--- src/rtl/lfsr_period_ctrl.sv ---
// Sequencing controller for an external 8-bit LFSR: seeds it, steps it at a programmable
// rate and measures how many steps it takes to return to the seed.
module lfsr_period_ctrl #(
   parameter int          DW        = 8,
   parameter int          CW        = 16,
   parameter int unsigned MAX_STEPS = 2**CW - 1
) (
   input  logic          clk,
   input  logic          i_rst,
   input  logic          i_start,
   input  logic [DW-1:0] i_seed,
   input  logic [3:0]    i_div,
   input  logic          i_abort,
   input  logic [DW-1:0] i_lfsr,
   output logic [DW-1:0] o_seed,
   output logic          o_soft_reset,
   output logic          o_valid,
   output logic          o_busy,
   output logic          o_done,
   output logic [CW-1:0] o_period,
   output logic          o_timeout,
   output logic          o_zero_err
);

   localparam logic [CW-1:0] MAX_C = CW'(MAX_STEPS);

   typedef enum logic [2:0] {
      S_IDLE,
      S_LOAD,
      S_SETTLE,
      S_RUN,
      S_DONE
   } state_t;

   state_t        state_q, state_d;
   logic [DW-1:0] seed_q, seed_d;
   logic [3:0]    div_q, div_d;
   logic [3:0]    dcnt_q, dcnt_d;
   logic [CW-1:0] steps_q, steps_d;
   logic          step_d_q, step_d_d;
   logic [CW-1:0] period_q, period_d;
   logic          timeout_q, timeout_d;
   logic          zero_err_q, zero_err_d;

   logic match;
   logic valid_c;

   always_ff @(posedge clk or negedge i_rst) begin
      if (!i_rst) begin
         state_q    <= S_IDLE;
         seed_q     <= '0;
         div_q      <= '0;
         dcnt_q     <= '0;
         steps_q    <= '0;
         step_d_q   <= 1'b0;
         period_q   <= '0;
         timeout_q  <= 1'b0;
         zero_err_q <= 1'b0;
      end else begin
         state_q    <= state_d;
         seed_q     <= seed_d;
         div_q      <= div_d;
         dcnt_q     <= dcnt_d;
         steps_q    <= steps_d;
         step_d_q   <= step_d_d;
         period_q   <= period_d;
         timeout_q  <= timeout_d;
         zero_err_q <= zero_err_d;
      end
   end

   // A match is only trusted one cycle after a step, once i_lfsr shows the stepped value.
   always_comb begin
      match   = (state_q == S_RUN) && step_d_q && (i_lfsr == seed_q);
      valid_c = (state_q == S_RUN) && (dcnt_q == div_q) && !match &&
                (steps_q != MAX_C) && !i_abort;
   end

   always_comb begin
      state_d    = state_q;
      seed_d     = seed_q;
      div_d      = div_q;
      dcnt_d     = dcnt_q;
      steps_d    = steps_q;
      step_d_d   = step_d_q;
      period_d   = period_q;
      timeout_d  = timeout_q;
      zero_err_d = zero_err_q;

      unique case (state_q)
         S_IDLE: begin
            if (i_start) begin
               seed_d     = i_seed;
               div_d      = i_div;
               period_d   = '0;
               timeout_d  = 1'b0;
               zero_err_d = (i_seed == '0);
               state_d    = (i_seed == '0) ? S_DONE : S_LOAD;
            end
         end
         S_LOAD: begin
            state_d = i_abort ? S_IDLE : S_SETTLE;
         end
         S_SETTLE: begin
            dcnt_d   = '0;
            steps_d  = '0;
            step_d_d = 1'b0;
            state_d  = i_abort ? S_IDLE : S_RUN;
         end
         S_RUN: begin
            step_d_d = valid_c;
            dcnt_d   = (dcnt_q == div_q) ? 4'd0 : dcnt_q + 4'd1;
            if (valid_c) begin
               steps_d = steps_q + CW'(1);
            end
            // Timeout waits for step_d to drop so the final step still gets its match check.
            if (i_abort) begin
               state_d = S_IDLE;
            end else if (match) begin
               period_d = steps_q;
               state_d  = S_DONE;
            end else if ((steps_q == MAX_C) && !step_d_q) begin
               period_d  = MAX_C;
               timeout_d = 1'b1;
               state_d   = S_DONE;
            end
         end
         S_DONE: begin
            state_d = S_IDLE;
         end
         default: begin
            state_d = S_IDLE;
         end
      endcase
   end

   assign o_seed       = seed_q;
   assign o_soft_reset = (state_q == S_LOAD);
   assign o_valid      = valid_c;
   assign o_busy       = (state_q != S_IDLE);
   assign o_done       = (state_q == S_DONE);
   assign o_period     = period_q;
   assign o_timeout    = timeout_q;
   assign o_zero_err   = zero_err_q;

endmodule
--- config.mk ---
export PLATFORM = sky130hd
export DESIGN_NAME = lfsr_period_ctrl
export DESIGN_NICKNAME = d
export VERILOG_FILES = /design/src/rtl/lfsr_period_ctrl.sv
export SDC_FILE = /design/constraint.sdc
export NUM_CORES = 1
export LEC_CHECK = 0
export ABC_AREA = 1
export CORE_UTILIZATION = 57
export CTS_CLUSTER_DIAMETER = 200
export CTS_CLUSTER_SIZE = 40
export DETAILED_ROUTE_END_ITERATION = 10
export PLACE_DENSITY_LB_ADDON = 0.05
export RECOVER_POWER = 50
export SKIP_LAST_GASP = 1
export SYNTH_ARGS = -nofsm -noshare
export SYNTH_HDL_FRONTEND = slang
export SYNTH_SLANG_ARGS = --single-unit
--- constraint.sdc ---
create_clock -name clk -period 4.02 [get_ports clk]
set_input_delay 0.402 -clock clk [delete_from_list [all_inputs] [get_ports clk]]
set_output_delay 0.402 -clock clk [all_outputs]
set_load 0.005 [all_outputs]
After elaboration in Yosys (flattened, before gate mapping)

Cells that the tools add are included.

$add $sub $neg: 2
Eq/ne operators: 15
Mux-type cells: 23
Reductions and logical operators: 20

Operator list:

| operator                                             | number |
|---|---|
| two-way mux 16 bit                                   | 5 |
| case mux 16 bit (2 select lines)                     | 2 |
| adder 16 x 1 -> 16 bit (second input constant)       | 1 |
| equality test 16 bit (second input constant)         | 1 |
| != test 16 bit (second input constant)               | 1 |
| two-way mux 3 bit                                    | 5 |
| case mux 3 bit (4 select lines)                      | 1 |
| equality test 8 bit                                  | 1 |
| zero test 8 bit                                      | 1 |
| != test 2 bit (second input constant)                | 4 |
| case mux 4 bit (2 select lines)                      | 1 |
| logical AND 1 bit                                    | 7 |
| equality test 3 x 2 -> 1 bit (second input constant) | 2 |
| AND reduction 2 bit                                  | 3 |
| AND reduction 5 bit                                  | 1 |
| adder 4 x 1 -> 4 bit (second input constant)         | 1 |
| equality test 4 bit                                  | 1 |
| two-way mux 1 bit                                    | 4 |
| two-way mux 2 bit                                    | 2 |
| two-way mux 4 bit                                    | 1 |
| != test 4 x 3 -> 1 bit (second input constant)       | 1 |
| case mux 1 bit (2 select lines)                      | 2 |
| AND reduction 4 bit                                  | 1 |
| nonzero test 2 bit                                   | 2 |
| 7 further kinds                                      | 9 |

Register bits after elaboration: 54
Input port bits: 24
Output and inout port bits: 30
Word-level logic and storage cells: 69

Logic depth before layout (Yosys ltp)

Gate-level depths: netlist of run 1.

Depth in word-level cells: 9
Gate-level depth with buffers: 12
Depth with buffers taken out: 11

Worst setup path after synthesis of run 1

No wires, ideal clock.

Path kind: reg-to-output
Start point: register steps_q[0]
End point: output port o_valid
Data arrival time: 1.289 ns
Required time: 3.618 ns
Slack: 2.329 ns
Stages on the path, launching flop included: 9
Buffers on the path: 0
Cells stage by stage: dfrtp_1 ha_1 nand2_1 nor2_2 nand3_2 nor2_2 nor2_1 nand3_4 inv_1

Word-level cells in the longest chain between the ends: 3

RTL lines:

| what                     | line | text |
|---|---|---|
| start: declaration       | 39   | `logic [CW-1:0] steps_q, steps_d;` |
| start signal: assignment | 64   | `steps_q <= steps_d;` |
| != test 16 bit           | 76   | `(steps_q != MAX_C) && !i_abort;` |
| logical AND 1 bit        | 75   | `valid_c = (state_q == S_RUN) && (dcnt_q == div_q) && !match &&` |
| logical AND 1 bit        | 76   |  |
| end: declaration         | 17   | `output logic o_valid,` |

No other way between the ends.

Final worst setup path of run 1

Start point: register steps_q[1]
End point: output port o_valid

The elaborated chain is that of the path after synthesis.

==> results.sh, run 1 <==
export IMPL_crit_top_cell="nor2_2"
export IMPL_grt_pass1_vias=2590
export IMPL_r2r_setup_slack_ns=1.20
export IMPL_met3_usage_pct=4.431
export IMPL_min_path_cells=2
export IMPL_holdWs_ns=0.4889
export IMPL_firstDrtPassIters=4
export IMPL_wl_mm=7.041
export IMPL_cts_sinks=54
export IMPL_grt_pass1_wl_mm=12.17
export IMPL_max_vdd_ir_drop_v=0.0002999
export IMPL_seqPwrFrac_pct=40.2
export IMPL_grt_max_degree=55
export IMPL_cts_tree="built"
export IMPL_critPathMaxFanout=19
export IMPL_worstMarginPinSlew_ns=2.914
export IMPL_finClkSkew_ns=0.009087
export IMPL_grt_antenna_before_repair=0
export IMPL_final_antenna_net_count=0
export IMPL_synth_warnings=0
export IMPL_hold_viol_final=0
export IMPL_io_pins=54
export IMPL_grt_use_total_pct=26.24
export IMPL_antenna_cells=0
export IMPL_reg2reg_to="o_period[4]$_DFFE_PN0P_"
export IMPL_syn_area_um2=3136
export IMPL_dieArea_um2=5801
export IMPL_numCtsBuffers=5
export IMPL_status="finished, violations left"
export IMPL_drtIter0Drc=286
export IMPL_p_int_w=0.001154
export IMPL_startpoint="steps_q[1]$_DFFE_PN0P_"
export IMPL_synth_nets=458
export IMPL_core_area_um2=5205
export IMPL_syn_area_per_cell_um2=7.258
export IMPL_critPathBufInv=2
export IMPL_finalPower_w=0.001916
export IMPL_post_cts_setup_buffers=0
export IMPL_finalWorstSetupSlack_ns=1.171
export IMPL_async_flop_share_pct=100.0
export IMPL_final_common_cell="nand2_1"
export IMPL_setup_viol_count_final=0
export IMPL_die_height_um=76.17
export IMPL_cts_hold_buf=0
export IMPL_port_buffers=53
export IMPL_r2r_start="state_q[1]$_DFFE_PN0P_"
export IMPL_drc=0
export IMPL_synth_edf_count=0
export IMPL_cts_clk_slew_worst_paths_ns=0.10
export IMPL_cpPeakStageDelay_ns=0.51
export IMPL_num_vias=2822
export IMPL_rr_worst_depth=9
export IMPL_drive_gt1_share_pct=4.969
export IMPL_power_frac_clock_pct=16.8
export IMPL_cp_cell_sequence="ha_1, nand2_1, nor2_2, nand3_2, nor2_2, nor2_1, nand3_4, inv_1, clkdlybuf4s50_1"
export IMPL_rows=26
export IMPL_dieWidth_um=76.17
export IMPL_p_leak_nw=1.831
export IMPL_final_cell_mix="nand2_1 (150), dfrtp_1 (54), inv_1 (52), clkdlybuf4s50_1 (52), nor2_1 (42)"
export IMPL_hp_class="reg2reg"
export IMPL_critPathCaptureType="primary output"
export IMPL_max_slew_margin_pct=-94.26
export IMPL_switching_share_pct=39.74
export IMPL_cpLargestDelayFamily="simple AND/OR/NAND/NOR gates"
export IMPL_ys_seq_elements=54
export IMPL_maxCapViolCount=1
export IMPL_fin_nets=508
export IMPL_worstSetupPathType="reg2out"
export IMPL_min_period_ns=2.849
export IMPL_failed_checks="max-capacitance violations, max-slew violations"
export IMPL_root_buffer="clkbuf_8"
export IMPL_globalRouteMet2Util_pct=41.45
export IMPL_ys_types=29
export IMPL_pwr_density_cell_nw_per_um2=508.8
export IMPL_syn2layout_area_growth_pct=20.07
export IMPL_utilization_pct=72.33
export IMPL_hpwl_mm=5.161
export IMPL_use_met1_pct=37.77
export IMPL_slew_violations=55
export IMPL_cp_required_ns=3.62
export IMPL_initial_core_util_pct=60.24
export IMPL_crit_path_start_kind="flip-flop"
export IMPL_clk_latency_ns=0.31
export IMPL_crit_path_end="o_valid"
export IMPL_gp_congestion=0.8519
export IMPL_wire_per_inst_um=12.73
export IMPL_place_ws_ns=1.350
export IMPL_power_switching_w=0.0007612
export IMPL_post_cts_resized=0
export IMPL_rsz0062_at_grt="false"
export IMPL_vias_per_cell=5.103
export IMPL_gr_total_overflow=0
export IMPL_grt_busiest_layer="met2"
export IMPL_crit_arrival_ns=2.45
export IMPL_p_comb_share_pct=43.0
export IMPL_max_freq_mhz=351.0
export IMPL_cp_depth=9
export IMPL_fin_setup_tns_ns=0
export IMPL_synth_main_ff_cell="dfrtp_1"
export IMPL_period_share_pct=70.87
export IMPL_ys_seq_area_share_pct=43.10
export IMPL_slowest_stage="clkdlybuf4s50_1"
export IMPL_syn_inst=432
export IMPL_cts_htree_levels=2
export IMPL_cts_buffer_depth=2
[layout make-up]
cell class,instances,area [um2]
fill,432,1440
sequential,54,1351
tap,70,87.58
timing repair buffer,55,533.0
inverter,55,206.4
multi-input combinational,311,1491
clock buffer,6,82.58
clock inverter,2,12.51
[registers in the layout, summed over array words and instances (netlist names), 3 cells and up]
signal	cells
dcnt_q	4
div_q	4
o_period	16
state_q	3
steps_q	16
o_seed	8
[cells by family after synthesis]
group                      synth area share, %
AOI/OAI and AO/OA                        6.944
xor gates and xnor gates                 2.514
adders and majority gates               0.7980
buffers and inverters                    9.098
DFF                                      43.10
and+or+nand+nor                          37.55
[worst min path at each step]
stage | start | to | slack, ns
after floorplan | i_rst | dcnt_q[0]$_DFFE_PN0P_ | 0.11
after global placement | o_zero_err$_DFFE_PN0P_ | o_zero_err$_DFFE_PN0P_ | 0.46
after detailed placement | o_period[15]$_DFFE_PN0P_ | o_period[15]$_DFFE_PN0P_ | 0.47
after CTS | i_rst | dcnt_q[0]$_DFFE_PN0P_ | 0.24
after global routing | o_zero_err$_DFFE_PN0P_ | o_zero_err$_DFFE_PN0P_ | 0.52
final | o_zero_err$_DFFE_PN0P_ | o_zero_err$_DFFE_PN0P_ | 0.49
[worst min-delay path: cells and delay by family, from the launching register on]
kind,cells,cell delay [ns]
flops,1,0.36
simple gates,2,0.11
[per-stage QoR]
step / instance area (um2) / cells
after CTS: 3780 / 553
after floorplan: 3136 / 432
after global placement: 3685 / 545
final: 3765 / 553
after global routing: 3765 / 553
after detailed placement: 3685 / 545
[power by group through the flow]
| stage | Combinational [W] | Clock [W] | Sequential (W) |
|---|---|---|---|
| after global placement | 0.000812 | 0 | 0.000776 |
| after floorplan | 0.000522 | 0 | 0.000771 |
| after global routing | 0.000926 | 0.000349 | 0.000787 |
| final | 0.000824 | 0.000322 | 0.000770 |
| after CTS | 0.000839 | 0.000330 | 0.000772 |
| after detailed placement | 0.000830 | 0 | 0.000781 |
[routing by layer]
layer	vias up	part of all wire, %
met5	-	0
met4	0	0.75
met3	5	4.3
met2	71	45
met1	1299	50
li1	1447	-
[Yosys cell counts (2+ instances only)]
master / number / share of area [%]
nand2_1: 150 / 18
nor2_1: 41 / 4.9
nor3b_1: 3 / 0.72
a21oi_1: 18 / 2.9
nor3_1: 9 / 1.4
ha_1: 2 / 0.80
nand4_1: 3 / 0.60
nand2_4: 4 / 1.4
dfrtp_1: 54 / 43
o21ai_0: 18 / 2.9
xor2_1: 8 / 2.2
clkbuf_1: 6 / 0.72
nand3_1: 39 / 6.2
nor2_2: 3 / 0.60
buf_6: 3 / 1.1
nand3_4: 3 / 1.7
nor2_4: 2 / 0.72
inv_2: 3 / 0.36
buf_4: 3 / 0.72
inv_1: 51 / 6.1
(Power assumes the default switching activity.)
==> run 2, diff against run 1 <==
Settings changed: CORE_UTILIZATION 57 to 53.
Clock period 4.02 ns to 2.8 ns, I/O delays scaled along.
==> run 2 against run 1 <==
The flow now finishes without violations. Clock power rose by 66%. Sequential share of layout area fell by 0.39 points. Critical path depth did not move. Highest routed layer unchanged. Wire length fell by 1.4%. Hold slack got worse by 0.0057 ns. First-iteration DRC count fell by 48%. Count of clock-buffer cells in the layout did not move.
==> results.sh, run 2 (synthesis gave the netlist of run 1 again) <==
export IMPL_status="finished clean"
export IMPL_numCtsBuffers=5
export IMPL_final_cell_mix="nand2_1 (151), dfrtp_1 (54), inv_1 (51)"
export IMPL_grt_antenna_before_repair=0
export IMPL_core_area_um2=5608
export IMPL_drive_gt1_share_pct=5.556
export IMPL_num_vias=2787
export IMPL_cts_sinks=54
export IMPL_cts_htree_levels=2
export IMPL_cts_clk_slew_worst_paths_ns=0.10
export IMPL_hp_start="o_zero_err$_DFFE_PN0P_"
export IMPL_max_vdd_ir_drop_v=0.0003976
export IMPL_grt_pass1_wl_mm=12.05
export IMPL_rr_worst_depth=9
export IMPL_min_path_cells=2
export IMPL_setup_viol_count_final=0
export IMPL_worstSetupPathType="reg2out"
export IMPL_p_leak_nw=1.858
export IMPL_min_period_ns=2.444
export IMPL_crit_path_start_kind="flip-flop"
export IMPL_critPathCaptureType="primary output"
export IMPL_period_share_pct=87.30
export IMPL_finalWorstSetupSlack_ns=0.3555
export IMPL_finClkSkew_ns=0.007909
export IMPL_grt_use_total_pct=24.71
export IMPL_hp_class="reg2reg"
export IMPL_crit_arrival_ns=2.16
export IMPL_clk_latency_ns=0.32
export IMPL_firstDrtPassIters=4
export IMPL_die_height_um=78.92
export IMPL_hpwl_mm=5.077
export IMPL_dieArea_um2=6228
export IMPL_max_freq_mhz=409.1
export IMPL_wl_mm=6.939
export IMPL_slew_violations=0
export IMPL_utilization_pct=67.87
export IMPL_gr_total_overflow=0
export IMPL_initial_core_util_pct=55.91
export IMPL_final_common_cell="nand2_1"
export IMPL_antenna_cells=0
export IMPL_r2r_start="state_q[2]$_DFFE_PN0P_"
export IMPL_port_buffers=53
export IMPL_pwr_density_cell_nw_per_um2=738.6
export IMPL_drc=0
export IMPL_holdWs_ns=0.4832
export IMPL_place_ws_ns=0.5979
export IMPL_maxCapViolCount=0
export IMPL_root_buffer="clkbuf_8"
export IMPL_syn2layout_area_growth_pct=21.39
export IMPL_max_slew_margin_pct=8.268
export IMPL_gp_congestion=0.9074
export IMPL_cts_tree="built"
export IMPL_post_cts_setup_buffers=0
export IMPL_io_pins=54
export IMPL_critPathMaxFanout=5
export IMPL_final_antenna_net_count=0
export IMPL_dieWidth_um=78.92
export IMPL_r2r_setup_slack_ns=0.76
export IMPL_rsz0062_at_grt="false"
export IMPL_rows=27
export IMPL_cts_buffer_depth=2
export IMPL_startpoint="steps_q[0]$_DFFE_PN0P_"
export IMPL_vias_per_cell=4.995
export IMPL_fin_nets=511
export IMPL_cp_required_ns=2.52
export IMPL_wire_per_inst_um=12.44
export IMPL_grt_max_degree=31
export IMPL_drtIter0Drc=149
export IMPL_fin_setup_tns_ns=0
export IMPL_grt_pass1_vias=2575
export IMPL_worstMarginPinSlew_ns=1.376
export IMPL_hold_viol_final=0
run 2: final timing paths:
| check | end |
|---|---|
| max in group asynchronous | o_seed[6]$_DFFE_PN0P_ |
| max | o_valid |
| max reg2reg | o_period[8]$_DFFE_PN0P_ |
| min reg2reg | o_zero_err$_DFFE_PN0P_ |
| min in group asynchronous | dcnt_q[2]$_DFFE_PN0P_ |
| min | o_zero_err$_DFFE_PN0P_ |
run 2: per-stage QoR:
stage | power, W | instance area [um2] | std cells
finish | 0.002811 | 3806 | 558
global route | 0.003032 | 3806 | 558
floorplan | 0.001856 | 3136 | 432
CTS | 0.002858 | 3822 | 558
detailed placement | 0.002314 | 3702 | 549
global placement | 0.002290 | 3702 | 549
run 2: what timing repair did:
item,4_1_cts,5_1_grt
endpoints found under the hold margin,24,0
resized for setup,0,0
hold buffers,1,0
run 2: worst max-delay path, cell delays in order (launching register included):
cell             delay (ns)
dfrtp_1                0.44
ha_1                   0.23
nand2_1                0.10
nor2_2                 0.07
nand3_2                0.10
nor2_2                 0.06
nor2_1                 0.17
nand3_4                0.08
inv_1                  0.09
clkdlybuf4s50_1        0.50
run 2: routing by layer:
metal | global-route usage [%] | share of wire [%] | wire (um) | vias to the layer above
li1 | - | - | - | 1451
met1 | 35.19 | 50 | 3467 | 1265
met2 | 38.78 | 44 | 3062 | 67
met3 | 4.483 | 4.9 | 342 | 4
met4 | 6.545 | 0.95 | 66 | 0
met5 | 0 | 0 | 0 | -
run 2: layout make-up:
type	count	area, um2
sequential	54	1351
multi-input combinational	311	1486
inverter	55	206.4
tap	72	90.09
clock buffer	6	72.57
fill	548	1802
timing repair buffer	58	561.8
clock inverter	2	37.54
run 2: where the power goes:
group          switching, W  total (W)  internal [W]
sequential         0.000141    0.00110      0.000963
combinational      0.000677    0.00117      0.000496
clock              0.000266   0.000534      0.000267
total               0.00109    0.00281       0.00173
==> run 3, diff against run 2 <==
Settings changed: ABC_AREA 1 to default, CORE_UTILIZATION 53 to 55.
Clock period 2.8 ns to 3 ns, I/O delays scaled along.
==> run 3 against run 2 <==
The run now ends with max-capacitance violations, max-slew violations left. Utilization is 4.2 points higher. Power is 29% lower. Register-to-register slack barely moved. Combinational power down 51%. Area after synthesis down 12%. Synthesized cell count down 34%. Clock power is 9.4% lower. Global-route usage up 1.4 points. Critical endpoint unchanged. Highest routed layer unchanged.
==> results.sh, run 3 <==
export IMPL_max_freq_mhz=368.4
export IMPL_synth_top_cell_area_share_pct=49.25
export IMPL_hpwl_mm=4.294
export IMPL_setup_viol_count_final=0
export IMPL_rr_worst_depth=6
export IMPL_utilization_pct=72.03
export IMPL_critPathCaptureType="primary output"
export IMPL_status="finished, violations left"
export IMPL_dieWidth_um=72.63
export IMPL_antenna_cells=0
export IMPL_fillCellCount=367
export IMPL_yosysTopAreaCell="dfrtp_1"
export IMPL_grt_use_total_pct=26.09
export IMPL_grt_pass1_vias=2127
export IMPL_wl_mm=6.121
export IMPL_syn2layout_area_growth_pct=24.81
export IMPL_critPathMaxFanout=9
export IMPL_io_pins=54
export IMPL_synth_edf_count=0
export IMPL_drtIter0Drc=160
export IMPL_synth_main_ff_cell="dfrtp_1"
export IMPL_wire_per_inst_um=15.11
export IMPL_wl_met1_mm=2.863
export IMPL_syn_area_um2=2744
export IMPL_maxCapViolCount=1
export IMPL_gr_total_overflow=0
export IMPL_place_area_um2=3327
export IMPL_p_comb_share_pct=28.6
export IMPL_initial_core_util_pct=57.71
export IMPL_synth_warnings=0
export IMPL_numCtsBuffers=5
export IMPL_die_height_um=72.63
export IMPL_rows=25
export IMPL_synth_commonest_cells="dfrtp_1 (54), nand2_1 (52), o21ai_0 (27)"
export IMPL_post_cts_resized=0
export IMPL_met2_length_mm=2.816
export IMPL_fin_setup_tns_ns=0
export IMPL_finalPower_w=0.001987
export IMPL_async_flop_share_pct=100.0
export IMPL_synth_area_leaders="dfrtp_1 (49%), nand2_1 (7.1%), a2bb2oi_1 (5.1%)"
export IMPL_dr_wl_met3_um=319
export IMPL_gp_congestion=0.8648
export IMPL_min_period_ns=2.715
export IMPL_failed_checks="max-capacitance violations, max-slew violations"
export IMPL_cpPeakStageDelay_ns=0.45
export IMPL_crit_arrival_ns=2.41
export IMPL_worstSetupPathType="reg2out"
export IMPL_cts_sinks=54
export IMPL_max_slew_margin_pct=-11.68
export IMPL_rsz0062_at_grt="false"
export IMPL_top_layer_used="met4"
export IMPL_cp_cell_sequence="and3_1, nand2_1, o311ai_0, nand2b_2, inv_2, clkdlybuf4s50_1"
export IMPL_vias_per_cell=5.701
export IMPL_crit_path_start_kind="flip-flop"
export IMPL_p_int_w=0.001350
export IMPL_p_leak_nw=1.511
export IMPL_slowest_stage="clkdlybuf4s50_1"
export IMPL_power_frac_clock_pct=24.3
export IMPL_seqPwrFrac_pct=47.1
export IMPL_cp_required_ns=2.70
export IMPL_post_cts_setup_buffers=0
export IMPL_num_vias=2309
export IMPL_firstDrtPassIters=4
export IMPL_holdWs_ns=0.4110
export IMPL_dieArea_um2=5275
export IMPL_cpLargestDelayFamily="simple AND/OR/NAND/NOR gates"
export IMPL_ys_types=50
export IMPL_drive_gt1_share_pct=6.509
export IMPL_final_common_cell="dfrtp_1"
export IMPL_cts_tree="built"
export IMPL_r2r_start="state_q[0]$_DFFE_PN0P_"
export IMPL_cts_clk_slew_worst_paths_ns=0.10
export IMPL_clk_latency_ns=0.31
export IMPL_syn_area_per_cell_um2=9.696
export IMPL_worstMarginPinSlew_ns=1.675
export IMPL_max_vdd_ir_drop_v=0.0003042
export IMPL_core_area_um2=4755
export IMPL_reg2reg_to="steps_q[9]$_DFFE_PN0P_"
export IMPL_hold_viol_final=0
export IMPL_root_buffer="clkbuf_8"
export IMPL_cts_hold_buf=0
export IMPL_power_switching_w=0.0006368
export IMPL_hp_class="in2async"
export IMPL_grt_antenna_before_repair=0
export IMPL_port_buffers=53
export IMPL_final_antenna_net_count=0
export IMPL_pwr_density_cell_nw_per_um2=580.3
export IMPL_switching_share_pct=32.05
export IMPL_final_cell_mix="dfrtp_1 (54), nand2_1 (52), clkdlybuf4s50_1 (38)"
export IMPL_finalInstanceArea_um2=3425
export IMPL_r2r_setup_slack_ns=0.75
export IMPL_startpoint="steps_q[4]$_DFFE_PN0P_"
export IMPL_ys_seq_area_share_pct=49.25
export IMPL_critPathBufInv=2
export IMPL_grt_max_degree=34
export IMPL_ys_seq_elements=54
export IMPL_yosysMostFrequentCell="dfrtp_1"
export IMPL_drc=0
export IMPL_cts_buffer_depth=2
export IMPL_fin_nets=363
export IMPL_syn_inst=283
export IMPL_synth_nets=309
export IMPL_slew_violations=34
export IMPL_finClkSkew_ns=0.009314
export IMPL_grt_pass1_wl_mm=10.43
export IMPL_period_share_pct=90.49
export IMPL_cts_htree_levels=2
==> run 3: changes by cell type after synthesis, moves of 4 or more <==
| cell | before | now |
|---|---|---|
| a21oi_1 | 18 | 14 |
| a2bb2oi_1 | 0 | 16 |
| a31oi_1 | 0 | 8 |
| clkbuf_1 | 6 | 10 |
| inv_1 | 51 | 4 |
| nand2_1 | 150 | 52 |
| nand2_4 | 4 | 0 |
| nand3_1 | 39 | 6 |
| nor2_1 | 41 | 9 |
| o21ai_0 | 18 | 27 |
| xnor2_1 | 1 | 11 |
| xor2_1 | 8 | 4 |
==> run 3: kinds of logic after synthesis <==
family / Yosys count / share of synthesized area, %
XOR/XNOR: 15 / 4.788
adder cells (fa/ha/maj): 2 / 0.9118
multiplexers: 2 / 0.7296
flip-flops: 54 / 49.25
AO/OA/AOI/OAI: 85 / 20.43
AND/OR/NAND/NOR: 104 / 19.52
buffers and inverters: 21 / 4.377
==> run 3: layout make-up <==
type | instances | area (um2) | area share [%]
inverters | 5 | 18.77 | 0.5480
well taps | 67 | 83.83 | 2.448
repair buffers | 63 | 591.8 | 17.28
flip-flops and latches | 54 | 1351 | 39.46
clock buffers | 7 | 76.32 | 2.229
clock inverters | 1 | 30.03 | 0.8769
multi-input cells | 208 | 1272 | 37.16
==> run 3: worst max-delay path by stage <==
| stage | slack (ns) | depth (start not counted) | to |
|---|---|---|---|
| 2_1_floorplan | 1.05 | 10 | o_period[10]$_DFFE_PN0P_ |
| 3_3_place_gp | 0.55 | 7 | o_valid |
| 3_5_place_dp | 0.50 | 7 | o_valid |
| 4_1_cts | 0.31 | 6 | o_valid |
| 5_1_grt | 0.12 | 6 | o_valid |
| 6_report | 0.29 | 6 | o_valid |
==> run 3: worst reg2reg max path: stages, from the launching register on <==
cell and delay, ns:
dfrtp_1 0.52, and3b_1 0.34, nand4_4 0.13, o31ai_1 0.55
nor3_2 0.21, a41o_1 0.28, a31oi_1 0.15
==> run 3: per-stage QoR <==
step           worst slack, ns  instances
2_1_floorplan            1.053        283
3_3_place_gp            0.5514        397
3_5_place_dp            0.4981        397
4_1_cts                 0.3088        405
5_1_grt                 0.1209        405
6_report                0.2853        405
==> run 3: metal layers <==
layer / vias up / global-route usage, %
li1: 1132 / -
met1: 1089 / 35.69
met2: 78 / 41.02
met3: 10 / 6.492
met4: 0 / 8.279
met5: - / 0
==> run 3: power groups by stage <==
stage,logic [W],clock network [W],registers [W]
3_5_place_dp,0.000571,0,0.000946
2_1_floorplan,0.000338,0,0.000924
3_3_place_gp,0.000562,0,0.000946
6_report,0.000568,0.000484,0.000936
5_1_grt,0.000635,0.000515,0.000954
4_1_cts,0.000574,0.000484,0.000934
